===== config.mk =====
export PLATFORM = sky130hd
export DESIGN_NAME = hps_button_bridge_flat
export DESIGN_NICKNAME = d
export VERILOG_FILES = /design/src/rtl/hps_button_bridge_pkg.sv /design/src/rtl/hps_button_bridge_if.sv /design/src/rtl/hps_button_bridge_channel.sv /design/src/rtl/hps_button_bridge.sv /design/src/flat_wrapper.sv
export SDC_FILE = /design/constraint.sdc
export NUM_CORES = 1
export LEC_CHECK = 0
export BUFFER_PORTS_ARGS = -buffer_cell sky130_fd_sc_hd__buf_2
export CORE_UTILIZATION = 53
export CTS_CLUSTER_DIAMETER = 60
export CTS_CLUSTER_SIZE = 12
export DETAILED_ROUTE_END_ITERATION = 12
export GPL_TIMING_DRIVEN = 0
export PLACE_DENSITY = 0.82
export SLEW_MARGIN = 20
export SYNTH_ARGS = -nofsm -noshare
export SYNTH_HDL_FRONTEND = slang
export SYNTH_SLANG_ARGS = --single-unit

===== constraint.sdc =====
create_clock -name clock -period 2.1 [get_ports clock]
set_input_delay 0.42 -clock clock [delete_from_list [all_inputs] [get_ports clock]]
set_output_delay 0.42 -clock clock [all_outputs]
set_load 0.02 [all_outputs]

===== src/rtl/hps_button_bridge_pkg.sv =====
// Shared constants for the HPS button bridge: clocking, debounce defaults and the
// bit positions of the button field inside the f2h/h2f general-purpose words.
package hps_button_bridge_pkg;

    localparam int CLOCK_HZ                = 50_000_000;
    localparam int DEFAULT_NUM_CHANNELS    = 4;
    localparam int DEFAULT_DEBOUNCE_CYCLES = 500_000;
    localparam int DEFAULT_DEBOUNCE_BITS   = 19;
    localparam int DEFAULT_COUNT_BITS      = 8;

    // Button field placement in f2h_value / h2f_value, shared by top-level packing and the driver.
    localparam int F2H_BUTTON_LSB   = 0;
    localparam int F2H_BUTTON_WIDTH = DEFAULT_NUM_CHANNELS;
    localparam int H2F_ACK_LSB      = 0;
    localparam int H2F_ACK_WIDTH    = DEFAULT_NUM_CHANNELS;

    function automatic int debounce_cycles_for_ms(input int ms);
        return (CLOCK_HZ / 1000) * ms;
    endfunction

endpackage


===== src/rtl/hps_button_bridge_if.sv =====
// Signal bundle between the board keys / HPS registers (master) and the button bridge (slave).
interface hps_button_bridge_if #(
    parameter int NUM_CHANNELS = 4,
    parameter int COUNT_BITS   = 8
);

    logic [NUM_CHANNELS-1:0]            raw_button;
    logic [NUM_CHANNELS-1:0]            h2f_ack;
    logic [NUM_CHANNELS-1:0]            debounced;
    logic [NUM_CHANNELS-1:0]            f2h_state;
    logic [NUM_CHANNELS-1:0]            pending;
    logic [NUM_CHANNELS*COUNT_BITS-1:0] press_count;

    modport master (
        output raw_button, h2f_ack,
        input  debounced, f2h_state, pending, press_count
    );

    modport slave (
        input  raw_button, h2f_ack,
        output debounced, f2h_state, pending, press_count
    );

endinterface


===== src/rtl/hps_button_bridge_channel.sv =====
// One button channel: polarity correction, two-flop synchroniser, stable-time debounce
// counter and a wrapping counter of debounced presses.
module button_debounce_channel
    import hps_button_bridge_pkg::*;
#(
    parameter int DEBOUNCE_CYCLES = DEFAULT_DEBOUNCE_CYCLES,
    parameter int DEBOUNCE_BITS   = DEFAULT_DEBOUNCE_BITS,
    parameter int COUNT_BITS      = DEFAULT_COUNT_BITS,
    parameter bit ACTIVE_LOW      = 1'b1
) (
    input  logic                  clock,
    input  logic                  reset,
    input  logic                  i_raw,
    output logic                  o_debounced,
    output logic [COUNT_BITS-1:0] o_press_count
);

    localparam logic [DEBOUNCE_BITS-1:0] LAST_COUNT = DEBOUNCE_BITS'(DEBOUNCE_CYCLES - 1);

    logic                     w_in;
    logic                     r_sync1;
    logic                     r_sync2;
    logic                     r_debounced;
    logic [DEBOUNCE_BITS-1:0] r_cnt;
    logic [COUNT_BITS-1:0]    r_press_count;

    assign w_in = i_raw ^ ACTIVE_LOW;

    // NOTE: reset clears the synchroniser too, so a key held through reset re-debounces from scratch.
    always_ff @(posedge clock) begin
        if (reset) begin
            r_sync1       <= 1'b0;
            r_sync2       <= 1'b0;
            r_debounced   <= 1'b0;
            r_cnt         <= '0;
            r_press_count <= '0;
        end else begin
            // NOTE: non-blocking so r_sync2 takes the previous r_sync1, giving a true two-flop chain.
            r_sync1 <= w_in;
            r_sync2 <= r_sync1;
            if (r_sync2 == r_debounced) begin
                r_cnt <= '0;
            end else if (r_cnt == LAST_COUNT) begin
                r_debounced <= r_sync2;
                r_cnt       <= '0;
                if (r_sync2) begin
                    r_press_count <= r_press_count + COUNT_BITS'(1);
                end
            end else begin
                r_cnt <= r_cnt + DEBOUNCE_BITS'(1);
            end
        end
    end

    assign o_debounced   = r_debounced;
    assign o_press_count = r_press_count;

endmodule


===== src/rtl/hps_button_bridge.sv =====
// Multi-channel key-to-HPS bridge: per-channel debounce plus a level/acknowledge
// handshake that publishes the current debounced level whenever the HPS has caught up.
module hps_button_bridge
    import hps_button_bridge_pkg::*;
#(
    parameter int                        NUM_CHANNELS    = DEFAULT_NUM_CHANNELS,
    parameter int                        DEBOUNCE_CYCLES = DEFAULT_DEBOUNCE_CYCLES,
    parameter int                        DEBOUNCE_BITS   = DEFAULT_DEBOUNCE_BITS,
    parameter int                        COUNT_BITS      = DEFAULT_COUNT_BITS,
    parameter logic [NUM_CHANNELS-1:0]   ACTIVE_LOW_MASK = {NUM_CHANNELS{1'b1}}
) (
    input  logic               clock,
    input  logic               reset,
    hps_button_bridge_if.slave bus
);

    logic [NUM_CHANNELS-1:0] w_debounced;
    logic [NUM_CHANNELS-1:0] w_caught_up;
    logic [NUM_CHANNELS-1:0] r_f2h_state;

    for (genvar g = 0; g < NUM_CHANNELS; g++) begin : g_channel
        button_debounce_channel #(
            .DEBOUNCE_CYCLES (DEBOUNCE_CYCLES),
            .DEBOUNCE_BITS   (DEBOUNCE_BITS),
            .COUNT_BITS      (COUNT_BITS),
            .ACTIVE_LOW      (ACTIVE_LOW_MASK[g])
        ) u_channel (
            .clock         (clock),
            .reset         (reset),
            .i_raw         (bus.raw_button[g]),
            .o_debounced   (w_debounced[g]),
            .o_press_count (bus.press_count[g*COUNT_BITS +: COUNT_BITS])
        );
    end

    // A channel may publish only once the HPS has echoed what it was last shown.
    assign w_caught_up = ~(r_f2h_state ^ bus.h2f_ack);

    always_ff @(posedge clock) begin
        if (reset) begin
            r_f2h_state <= '0;
        end else begin
            r_f2h_state <= (r_f2h_state & ~w_caught_up) | (w_debounced & w_caught_up);
        end
    end

    assign bus.debounced = w_debounced;
    assign bus.f2h_state = r_f2h_state;
    assign bus.pending   = r_f2h_state ^ bus.h2f_ack;

endmodule

===== src/flat_wrapper.sv =====
// flat-port wrapper written by rule: the top's interface ports become plain ports
module hps_button_bridge_flat import hps_button_bridge_pkg::*;
#(
    parameter int                        NUM_CHANNELS    = DEFAULT_NUM_CHANNELS,
    parameter int                        DEBOUNCE_CYCLES = DEFAULT_DEBOUNCE_CYCLES,
    parameter int                        DEBOUNCE_BITS   = DEFAULT_DEBOUNCE_BITS,
    parameter int                        COUNT_BITS      = DEFAULT_COUNT_BITS,
    parameter logic [NUM_CHANNELS-1:0]   ACTIVE_LOW_MASK = {NUM_CHANNELS{1'b1}}
)
  (clock, reset, bus_raw_button, bus_h2f_ack, bus_debounced, bus_f2h_state, bus_pending, bus_press_count);
  hps_button_bridge_if #(.NUM_CHANNELS(NUM_CHANNELS), .COUNT_BITS(COUNT_BITS)) bus_i ();
  input  logic clock;
  input  logic reset;
  input wire logic [$bits(bus_i.raw_button)-1:0] bus_raw_button;
  input wire logic [$bits(bus_i.h2f_ack)-1:0] bus_h2f_ack;
  output wire logic [$bits(bus_i.debounced)-1:0] bus_debounced;
  output wire logic [$bits(bus_i.f2h_state)-1:0] bus_f2h_state;
  output wire logic [$bits(bus_i.pending)-1:0] bus_pending;
  output wire logic [$bits(bus_i.press_count)-1:0] bus_press_count;
  assign bus_i.raw_button = bus_raw_button;
  assign bus_i.h2f_ack = bus_h2f_ack;
  assign bus_debounced = bus_i.debounced;
  assign bus_f2h_state = bus_i.f2h_state;
  assign bus_pending = bus_i.pending;
  assign bus_press_count = bus_i.press_count;
  hps_button_bridge #(.NUM_CHANNELS(NUM_CHANNELS), .DEBOUNCE_CYCLES(DEBOUNCE_CYCLES), .DEBOUNCE_BITS(DEBOUNCE_BITS), .COUNT_BITS(COUNT_BITS), .ACTIVE_LOW_MASK(ACTIVE_LOW_MASK)) u_core (.clock(clock), .reset(reset), .bus(bus_i));
endmodule

# [Word level (Yosys, flattened, before mapping)]
# Index checks and enable logic that the tools add are counted.
[word_totals] elab_cells=63 ff_bits=124 out_inout_bits=44 input_bits=10
[classes] n_reduce_logical=12 add_sub_neg=8 eq_ne=8 n_bitwise=14
[op_table] op="adder 19 x 1 -> 19 bit (second input constant)" count=4
[op_table] op="equality test 19 bit (second input constant)" count=4
[op_table] op="adder 8 x 1 -> 8 bit (second input constant)" count=4
[op_table] op="AND reduction 3 bit" count=4
[op_table] op="OR reduction 3 bit" count=4
[op_table] op="bitwise AND 4 bit" count=2
[op_table] op="inverter 1 bit" count=8
[op_table] op="inverter 4 bit" count=2
[op_table] op="AND reduction 2 bit" count=4
[op_table] op="equality test 1 bit" count=4
[op_table] op="OR 4 bit" count=1
[op_table] op="bitwise XOR 4 bit" count=1

# [Depth between registers and ports, before layout]
# Gate-level depths: netlist of the first run.
[depth] word_depth=5 mapped_depth=7 depth_no_buf=6

# [Hierarchy]
# From an unflattened synthesis of the first run, not the netlist that was laid out.
[hier_totals] cells_unflattened=660 area_unflattened_um2=5850.6
[by_module_without_submodules] mod="button_debounce_channel" area_per_inst_um2=1411.4 seq_area_each_um2=600.6 instances=4 cells_per_inst=159
[by_module_without_submodules] mod="hps_button_bridge" area_per_inst_um2=205.2 seq_area_each_um2=80.1 instances=1 cells_per_inst=24

# [Worst setup path before layout of the first run]
# No wires, ideal clock.
[synth_path] path_kind="register to register" start="reg u_core.g_channel[1].u_channel.r_cnt[6]" end="reg u_core.g_channel[1].u_channel.r_cnt[11]" setup_slack_ns=-0.146 t_arrival_ns=2.131 n_path_buf=3 setup_ns=0.115 required_time_ns=1.985 period_less_slack_ns=2.246 path_stages_with_launch=8 path_cell_list="dfxtp_1 -> or4_1 -> or4_1 -> clkbuf_1 -> buf_2 -> o21ai_2 -> buf_4 -> nor2_1"
[synth_between] elab_chain_len=2 word_cells_on_any_way=3 cone_classes="add/sub (1); eq/ne (1); reduce/logical (1)"
[synth_rtl] element="start, declared" line="hps_button_bridge_channel.sv:24" source="logic [DEBOUNCE_BITS-1:0] r_cnt;"
[synth_rtl] element="start signal, assigned" line="hps_button_bridge_channel.sv:50" source="r_cnt <= r_cnt + DEBOUNCE_BITS'(1);"
[synth_rtl] element="parallel branches: the longest is 2 deep, another holds adder 19 x 1 -> 19 bit"
# Parallel ways; which one is timed is not known.
# A chain may end at the register's enable or synchronous reset.

# [Worst setup path after layout of the first run]
[layout_path] start="reg u_core.g_channel[3].u_channel.r_cnt[10]" end="reg u_core.g_channel[3].u_channel.r_cnt[12]"
[layout_between] elab_chain_len=2 word_cells_on_any_way=3 cone_classes="add/sub (1); eq/ne (1); reduce/logical (1)"
[layout_rtl] element="start, declared" line="hps_button_bridge_channel.sv:24"
[layout_rtl] element="start signal, assigned" line="hps_button_bridge_channel.sv:50"
[layout_rtl] element="parallel branches: the longest is 2 deep, another holds adder 19 x 1 -> 19 bit"
# Parallel ways; which one is timed is not known.

==> results of run 1 <==
[synth_stat cells, types with 2 or more instances]
library cell	count
a21oi_1	59
and2_1	2
buf_4	7
ha_1	12
or3_1	20
nand3b_1	2
clkbuf_1	16
a21o_1	3
nand3_1	34
nor4b_1	2
nand4_1	27
nor2_1	72
buf_2	3
inv_1	25
dfxtp_1	124
buf_6	2
xnor2_1	28
or2_2	3
nand4b_1	2
nand2_1	40
or4b_1	4
o21ai_0	20
maj3_1	4
and3_1	10
nor3_1	10
o31ai_1	35
or4_1	39
nor2b_1	4
o21ai_4	2
and4_1	11
nor4_1	11
xor2_1	21
clkbuf_8	2
[metal layers]
metal	track usage, %	wire length (um)	up-vias	share of wire [%]
met5	0	0	-	0
met1	30.2	6290	2622	41
met4	14.3	467	0	3.0
met3	6.68	786	49	5.1
li1	-	-	2616	-
met2	48.3	7800	191	51
[through the flow]
| stage | cells | utilization [%] |
|---|---|---|
| after global routing | 904 | 72.3 |
| after floorplan | 661 | - |
| after detailed placement | 849 | 59.5 |
| final | 904 | 72.3 |
| after CTS | 898 | 70.0 |
| after global placement | 849 | 59.5 |
[cell type report]
cell class,count,area [um2],share of cell area (%)
buffer,26,201,2.67
clock buffer,19,432,5.73
clock inverter,13,216,2.87
inverter,25,93.8,1.25
multi-input combinational,482,3360,44.7
sequential,124,2500,33.2
tap,136,170,2.26
timing repair buffer,79,553,7.34
[logic make-up after synthesis]
family	Yosys count	share of synthesized area, %
and+or+nand+nor	295	28.3
DFF	124	43.3
AOI/OAI and AO/OA	122	12.8
buffers and inverters	55	4.74
xor gates and xnor gates	49	7.49
adders and majority gates	16	3.32
[worst paths after layout]
check                                                              from                                      end  cells after the start
worst max-delay path            u_core.g_channel[3].u_channel.r_cnt[10]  u_core.g_channel[3].u_channel.r_cnt[12]                      6
worst min-delay path                                  bus_raw_button[0]    u_core.g_channel[0].u_channel.r_sync1                      2
worst max register to register  u_core.g_channel[3].u_channel.r_cnt[10]  u_core.g_channel[3].u_channel.r_cnt[12]                      6
worst min register to register    u_core.g_channel[0].u_channel.r_sync1    u_core.g_channel[0].u_channel.r_sync2                      1
[critical path, stage by stage, from the launching register on]
cell and delay, ns:
dfxtp_2 0.34, or4_4 0.54, or4_4 0.62, buf_8 0.16, o21ai_4 0.24, buf_6 0.18
nor2_1 0.06
[where the power goes]
part	switching [mW]	internal, mW
Clock	1.12	2.09
Sequential	0.00581	2.36
Combinational	0.0689	0.0378
[registers in the layout, summed over array words and instances, names as in the netlist, named ones only]
register,flops
u_core.g_channel.u_channel.o_debounced,4
u_core.g_channel.u_channel.o_press_count,32
u_core.g_channel.u_channel.r_cnt,76
u_core.g_channel.u_channel.r_sync1,4
u_core.g_channel.u_channel.r_sync2,4
[repair_timing]
item,CTS,global route
resized for setup,70,64
gates cloned,4,1
endpoints found under the setup margin,108,99
setup buffers,14,9
pin swaps,41,17
==> reports/metrics.yaml, run 1 <==
synth:
  syn-instance-count: 661
  synth.yosys.seq_area_share_pct: 43.3
  yosysWarningCount: 0
  ys_ff_latch: 124
  post_synth_num_cell_types: 38
  synth_area_um2: 5730
  synth_top_area_cell: "dfxtp_1"
  synth_enable_flop_cells: 0
  synthArstFlopShare_pct: 0
  synth.net_count: 683
  prevailing_post_synth_register_cell: "dfxtp_1"
  synth_top_area_share_pct: 43.3
  syn-mean-instance-area_um2: 8.67
  synth.area.top_cells: "dfxtp_1 (43%), a21oi_1 (5.2%), or4_1 (5.1%), nor2_1 (4.7%), o31ai_1 (4.6%)"
placed_design:
  placed_cell_area_um2: 6200
  dp_hpwl_um: 8950
  gpl.final_weighted_congestion: 0.848
  io_buffer_count: 52
  preCtsSetupSlack_ns: -0.576
sta:
  period_share_pct: 107
  max_freq_ghz: 0.444
  grt_setup_unrepaired: "true"
  setup_ws_ns: -0.154
  hold_slack_ns: 0.0256
  report.final.hold_viol_count: 0
  final_count_of_negative_setup_slack_endpoints: 71
  final.setup.tns_ns: -4.50
  clock_tree_skew_after_final_layout_ns: 0.0107
  maxSlewViolCount: 0
  layout_min_cycle_time_ns: 2.25
  worstMarginPinSlew_ns: 0.786
  max_slew_margin_vs_limit_pct: 47.6
clock_tree:
  cts_hold_buf: 0
  cts_made_buffers: 17
  worstSkewPairLatency_ns: 0.53
  h-tree-depth: 4
  cts_tree: "done"
  maximum_clock_insertion_buffer_count: 2
  numClockSinks: 124
  clockRootBuffer: "clkbuf_8"
  path_clk_slew_ns: 0.06
floorplan:
  chipWidth_um: 106
  initial_utilization_pct: 55.0
  core-area_um2: 10400
  design.portCount: 54
  placement_rows: 37
  fp.dieArea_um2: 11200
  die_height_um: 106
global_route:
  aggregate_global_routing_overflow: 0
  antenna_found_initial: 0
  grt_start_max_net_pins: 17
  global_route_wire_length_before_repair_um: 24300
  first_global_vias: 5309
  grt.total_usage_pct: 27.3
job:
  max_cap_viol_count: 0
routing:
  drc_errors: 0
  wl_per_cell_um: 17.0
  detail_route.first_pass.iterations: 5
  post_drt_via_cell_ratio: 6.06
  finalWirelength_um: 15300
  routed-via-count: 5478
  ant_nets: 0
  first_iter_violations: 355
hold_path:
  worst_hold_path_type: "in -> reg"
power_and_ir_drop:
  power_leakage_nw: 2.48
  vdd.ir_drop.worst_v: 0.000439
  power.density_cell_area_nw_per_um2: 755
  power.total_mw: 5.69
critical_path:
  crit_path_end_kind: "register"
  reg2reg_slack_ns: -0.15
  worst_setup_path_start_kind: "register"
  cp_max_fo: 8
  timing.critical_path.required_ns: 2.52
  criticalPathCategory: "reg -> reg"
  critical_path_arrival_ns: 2.67
finish:
  final_common_cell: "dfxtp_1"
  antenna_cells_inserted: 0
  post_route_cells_drive_above_1_share_pct: 29.4
  final_cell_mix: "dfxtp_1 (109), buf_2 (52), a21oi_1 (45)"
  postLayoutCellArea_um2: 7530
  n_fill_cell: 692
  area_growth_syn_to_layout_pct: 31.4
  final_net_count: 777
run_status:
  failed_checks: "negative setup slack"
  outcome: "finished, violations left"
Power figures use the tool's default switching activity.
==> inputs of run 2 (changes only) <==
--- a/config.mk
+++ b/config.mk
@@ -16,3 +16,4 @@
 export SYNTH_ARGS = -nofsm -noshare
 export SYNTH_HDL_FRONTEND = slang
 export SYNTH_SLANG_ARGS = --single-unit
+export TNS_END_PERCENT = 20
==> reports/metrics.yaml, run 2 (synthesized netlist as in run 1, its figures left out) <==
finish:
  post_route_cells_drive_above_1_share_pct: 25.6
  final_cell_mix: "dfxtp_1 (109), nor2_1 (71), buf_2 (54)"
  area_growth_syn_to_layout_pct: 27.8
  antenna_cells_inserted: 0
  n_fill_cell: 756
  final_net_count: 776
  max_flop_register: "u_core.g_channel.u_channel.r_cnt"
  largest_reg_flops: 76
  final_common_cell: "dfxtp_1"
sta:
  hold_slack_ns: 0.0455
  layout_min_cycle_time_ns: 2.23
  worstMarginPinSlew_ns: 0.701
  grt_setup_unrepaired: "true"
  max_slew_margin_vs_limit_pct: 53.3
  clock_tree_skew_after_final_layout_ns: 0.00972
  maxSlewViolCount: 0
  final.setup.tns_ns: -4.05
  report.final.hold_viol_count: 0
  period_share_pct: 106
  max_freq_ghz: 0.449
  final_count_of_negative_setup_slack_endpoints: 76
  setup_ws_ns: -0.128
routing:
  finalWirelength_um: 14300
  routed-via-count: 5354
  ant_nets: 0
  detail_route.first_pass.iterations: 5
  drc_errors: 0
  wl_per_cell_um: 15.8
  first_iter_violations: 324
  post_drt_via_cell_ratio: 5.93
placed_design:
  dp_hpwl_um: 8920
  io_buffer_count: 52
  gpl.final_weighted_congestion: 0.849
  preCtsSetupSlack_ns: -0.550
hold_path:
  hold_depth: 2
  worst_hold_path_type: "in -> reg"
  origin_of_the_worst_min_delay_path: "bus_raw_button[1]"
  min_delay_worst_endpoint: "u_core.g_channel[1].u_channel.r_sync1"
global_route:
  aggregate_global_routing_overflow: 0
  grt_start_max_net_pins: 17
  grt.total_usage_pct: 25.0
  first_global_vias: 4954
  antenna_found_initial: 0
  global_route_wire_length_before_repair_um: 22500
power_and_ir_drop:
  power.density_cell_area_nw_per_um2: 734
  power.total_mw: 5.37
  vdd.ir_drop.worst_v: 0.000535
  p_sw_mw: 1.16
  p_int_mw: 4.21
  p_seq_share_pct: 44.0
  p_clk_share_pct: 54.1
  power_leakage_nw: 2.42
  sw_frac_of_total_pct: 21.6
  power.combinational.fraction_pct: 1.8
clock_tree:
  worstSkewPairLatency_ns: 0.52
  cts_made_buffers: 17
  path_clk_slew_ns: 0.06
  numClockSinks: 124
  maximum_clock_insertion_buffer_count: 2
  clockRootBuffer: "clkbuf_8"
  h-tree-depth: 4
  cts_tree: "done"
floorplan:
  fp.dieArea_um2: 11200
  initial_utilization_pct: 55.0
  chipWidth_um: 106
  core-area_um2: 10400
  die_height_um: 106
  design.portCount: 54
  placement_rows: 37
run_status:
  outcome: "finished, violations left"
  failed_checks: "negative setup slack"
critical_path:
  r2r_start: "u_core.g_channel[2].u_channel.r_cnt[6]"
  cp_max_fo: 8
  criticalPathCategory: "reg -> reg"
  crit_path_end_kind: "register"
  r2r-end: "u_core.g_channel[2].u_channel.o_press_count[0]"
  worst_setup_path_start_kind: "register"
  timing.critical_path.required_ns: 2.55
  worst_r2r_path_depth: 5
  critical_path_arrival_ns: 2.68
  reg2reg_slack_ns: -0.13
job:
  max_cap_viol_count: 0
-- run 2: cell count changes in the layout (fill, tap and decap cells not counted), sizes merged --
cell	delta
clkinvlp	+1
bufinv	-2
buf	-1
inv	+1
-- run 2: per-stage QoR --
stage / instance area (um2) / utilization, % / cells
2_1_floorplan: 5760 / - / 661
5_1_grt: 7320 / 70.3 / 903
3_3_place_gp: 6190 / 59.5 / 849
3_5_place_dp: 6190 / 59.5 / 849
6_report: 7320 / 70.3 / 903
4_1_cts: 7000 / 67.2 / 894
-- run 2: layout make-up --
type	instances	area [um2]	share of cell area [%]
plain buffers	27	210	2.87
clock inverters	13	169	2.31
multi-input cells	482	3250	44.4
clock buffers	19	422	5.76
well taps	136	170	2.32
inverters	25	93.8	1.28
flip-flops and latches	124	2510	34.2
repair buffers	77	499	6.82
-- run 2: metal layers --
metal	vias up	GRT usage, %	part of all wire, %
met3	30	6.01	5.0
met2	161	42.4	50
met1	2548	30.2	43
li1	2615	-	-
met5	-	0	0
met4	0	10.2	2.1
-- run 2: power by group through the flow --
stage               Combinational [mW]  Clock, mW  Sequential, mW
floorplan                       0.0521          0            2.42
global placement                0.0831          0            2.42
detailed placement              0.0852          0            2.42
CTS                             0.0935       2.93            2.37
global route                     0.106       3.07            2.36
finish                          0.0985       2.91            2.37
-- run 2: worst max-delay path by stage --
stage	start	end	slack (ns)	cells past startpoint
after floorplan	u_core.g_channel[2].u_channel.r_cnt[7]	u_core.g_channel[2].u_channel.o_press_count[0]	-0.07	6
after global placement	u_core.g_channel[0].u_channel.r_cnt[0]	u_core.g_channel[0].u_channel.r_cnt[9]	-0.52	7
after detailed placement	u_core.g_channel[0].u_channel.r_cnt[0]	u_core.g_channel[0].u_channel.r_cnt[12]	-0.55	7
after CTS	u_core.g_channel[1].u_channel.r_cnt[14]	u_core.g_channel[1].u_channel.o_press_count[0]	-0.15	6
after global routing	u_core.g_channel[2].u_channel.r_cnt[6]	u_core.g_channel[2].u_channel.o_press_count[0]	-0.17	5
final	u_core.g_channel[2].u_channel.r_cnt[6]	u_core.g_channel[2].u_channel.o_press_count[0]	-0.13	5
-- run 2: repair_timing --
item / CTS / global route
pin swaps: 32 / 24
gates cloned: 2 / 3
buffers inserted: 12 / 8
gates resized for setup: 34 / 60
hold buffers: 0 / 0
endpoints found under the setup margin: 107 / 91
-- run 2: critical path: stages, from the launching register on --
cell	delay, ns
dfxtp_2	0.32
or4b_4	0.54
or4_4	0.61
buf_8	0.17
or4_1	0.39
a21oi_1	0.14
==> inputs of run 3 (changes only) <==
--- a/config.mk
+++ b/config.mk
@@ -11,7 +11,7 @@
 export CTS_CLUSTER_SIZE = 12
 export DETAILED_ROUTE_END_ITERATION = 12
 export GPL_TIMING_DRIVEN = 0
-export PLACE_DENSITY = 0.82
+export PLACE_DENSITY = 0.85
 export SLEW_MARGIN = 20
 export SYNTH_ARGS = -nofsm -noshare
 export SYNTH_HDL_FRONTEND = slang
==> reports/metrics.yaml, run 3 (synthesized netlist as in run 1, its figures left out) <==
clock_tree:
  clockRootBuffer: "clkbuf_8"
  path_clk_slew_ns: 0.06
  numClockSinks: 124
  worstSkewPairLatency_ns: 0.52
  maximum_clock_insertion_buffer_count: 2
  h-tree-depth: 4
  cts_tree: "done"
  cts_made_buffers: 17
floorplan:
  design.portCount: 54
  fp.dieArea_um2: 11200
  initial_utilization_pct: 55.0
  core-area_um2: 10400
  die_height_um: 106
  chipWidth_um: 106
  placement_rows: 37
sta:
  clock_tree_skew_after_final_layout_ns: 0.0116
  maxSlewViolCount: 0
  setup_ws_ns: -0.191
  max_freq_ghz: 0.436
  grt_setup_unrepaired: "true"
  hold_slack_ns: 0.0527
  layout_min_cycle_time_ns: 2.29
  period_share_pct: 109
  report.final.hold_viol_count: 0
  final_count_of_negative_setup_slack_endpoints: 78
  max_slew_margin_vs_limit_pct: 49.8
  worstMarginPinSlew_ns: 0.753
finish:
  final_cell_mix: "dfxtp_1 (109), nor2_1 (60), buf_2 (53)"
  n_fill_cell: 732
  final_common_cell: "dfxtp_1"
  post_route_cells_drive_above_1_share_pct: 25.9
  largest_reg_flops: 76
  layoutNonFillerInstCount: 896
  max_flop_register: "u_core.g_channel.u_channel.r_cnt"
  area_growth_syn_to_layout_pct: 27.8
  antenna_cells_inserted: 0
  final_net_count: 769
placed_design:
  gpl.final_weighted_congestion: 0.849
  io_buffer_count: 52
  numPlacedInstances: 849
  dp_hpwl_um: 8980
hold_path:
  worst_hold_path_type: "in -> reg"
  hold_depth: 2
  min_delay_worst_endpoint: "u_core.g_channel[0].u_channel.r_sync1"
  origin_of_the_worst_min_delay_path: "bus_raw_button[0]"
critical_path:
  origin_of_the_worst_setup_path: "u_core.g_channel[3].u_channel.r_cnt[8]"
  r2r_start: "u_core.g_channel[3].u_channel.r_cnt[8]"
  timing.critical_path.required_ns: 2.47
  criticalPathCategory: "reg -> reg"
  timing.critical_path.slowest_stage_cell: "or4_4"
  worst_r2r_path_depth: 5
  r2r-end: "u_core.g_channel[3].u_channel.o_press_count[5]"
  critical_path_arrival_ns: 2.66
  cp_max_fo: 8
  reg2reg_slack_ns: -0.19
  max_stage_delay_ns: 0.65
  worst_setup_path_start_kind: "register"
  crit_path_end_kind: "register"
  critical_path_cell_sequence: "or4b_4 -> or4_4 -> buf_8 -> o31ai_1 -> a21oi_1"
power_and_ir_drop:
  vdd.ir_drop.worst_v: 0.000448
  power.density_cell_area_nw_per_um2: 750
  p_clk_share_pct: 55.0
  power.combinational.fraction_pct: 1.9
  p_int_mw: 4.34
  p_seq_share_pct: 43.1
  power_leakage_nw: 2.41
  sw_frac_of_total_pct: 20.9
  p_sw_mw: 1.14
global_route:
  global_route_wire_length_before_repair_um: 24400
  first_global_vias: 5313
  antenna_found_initial: 1
  aggregate_global_routing_overflow: 0
  grt.total_usage_pct: 27.0
  grt_start_max_net_pins: 17
job:
  max_cap_viol_count: 0
run_status:
  failed_checks: "negative setup slack"
  outcome: "finished, violations left"
routing:
  wl_per_cell_um: 17.4
  finalWirelength_um: 15600
  detail_route.first_pass.iterations: 5
  first_iter_violations: 448
  drc_errors: 0
  routed-via-count: 5550
  ant_nets: 0
  post_drt_via_cell_ratio: 6.19
## run 3: changes by cell type in the layout (fill, tap and decap cells not counted), sizes merged
cell	before	now
inv	26	25
clkinvlp	4	1
bufinv	3	4
buf	88	81
clkbuf	35	36
clkinv	5	7
## run 3: worst max-delay path by stage
stage	endpoint	slack (ns)
2_1_floorplan	u_core.g_channel[2].u_channel.o_press_count[0]	-0.07
5_1_grt	u_core.g_channel[2].u_channel.o_press_count[4]	-0.23
3_5_place_dp	u_core.g_channel[0].u_channel.r_cnt[10]	-0.65
6_report	u_core.g_channel[3].u_channel.o_press_count[5]	-0.19
3_3_place_gp	u_core.g_channel[0].u_channel.r_cnt[8]	-0.51
4_1_cts	u_core.g_channel[2].u_channel.o_press_count[0]	-0.19
## run 3: through the flow
step	utilization, %	setup TNS (ns)	instance area (um2)	power [mW]	setup WS (ns)
6_report	70.3	-7.23	7320	5.49	-0.191
5_1_grt	70.3	-11.18	7320	5.62	-0.232
4_1_cts	68.0	-8.26	7080	5.47	-0.189
3_5_place_dp	59.5	-23.51	6190	2.50	-0.652
3_3_place_gp	59.5	-18.14	6190	2.50	-0.512
2_1_floorplan	-	-2.00	5760	2.47	-0.0737
## run 3: what timing repair did
item                       in CTS  in global routing
hold buffers                    0                  0
gates cloned                    3                  2
setup buffers                  11                  2
resized for setup              50                 64
setup endpoints to repair     108                102
pin swaps                      33                 26
## run 3: per-layer routing
layer	part of all wire, %	global-route usage, %	up-vias
li1	-	-	2594
met1	40	30.1	2640
met2	52	48.2	261
met3	5.8	6.38	53
met4	2.7	12.6	2
met5	0.064	0	-
## run 3: critical path: cells and delay by family (launching register included)
kind	cells	cell delay (ns)
buffers and inverters	1	0.18
AO/OA/AOI/OAI	2	0.46
flip-flops	1	0.36
AND/OR/NAND/NOR	2	1.14
## run 3: power by group through the flow
stage	Sequential [mW]	Clock [mW]	Combinational, mW
after floorplan	2.42	0	0.0521
after global placement	2.42	0	0.0835
after detailed placement	2.42	0	0.0859
after CTS	2.37	3.01	0.0966
after global routing	2.36	3.15	0.111
final	2.36	3.02	0.105
## run 3: final cells by class
class                           instances  area, um2  share of cell area [%]
Multi-Input combinational cell        482       3270                    44.7
Sequential cell                       124       2510                    34.3
Timing Repair Buffer                   70        454                    6.20
Clock buffer                           20        435                    5.95
Buffer                                 27        214                    2.92
Clock inverter                         12        170                    2.32
Tap cell                              136        170                    2.32
Inverter                               25       93.8                    1.28
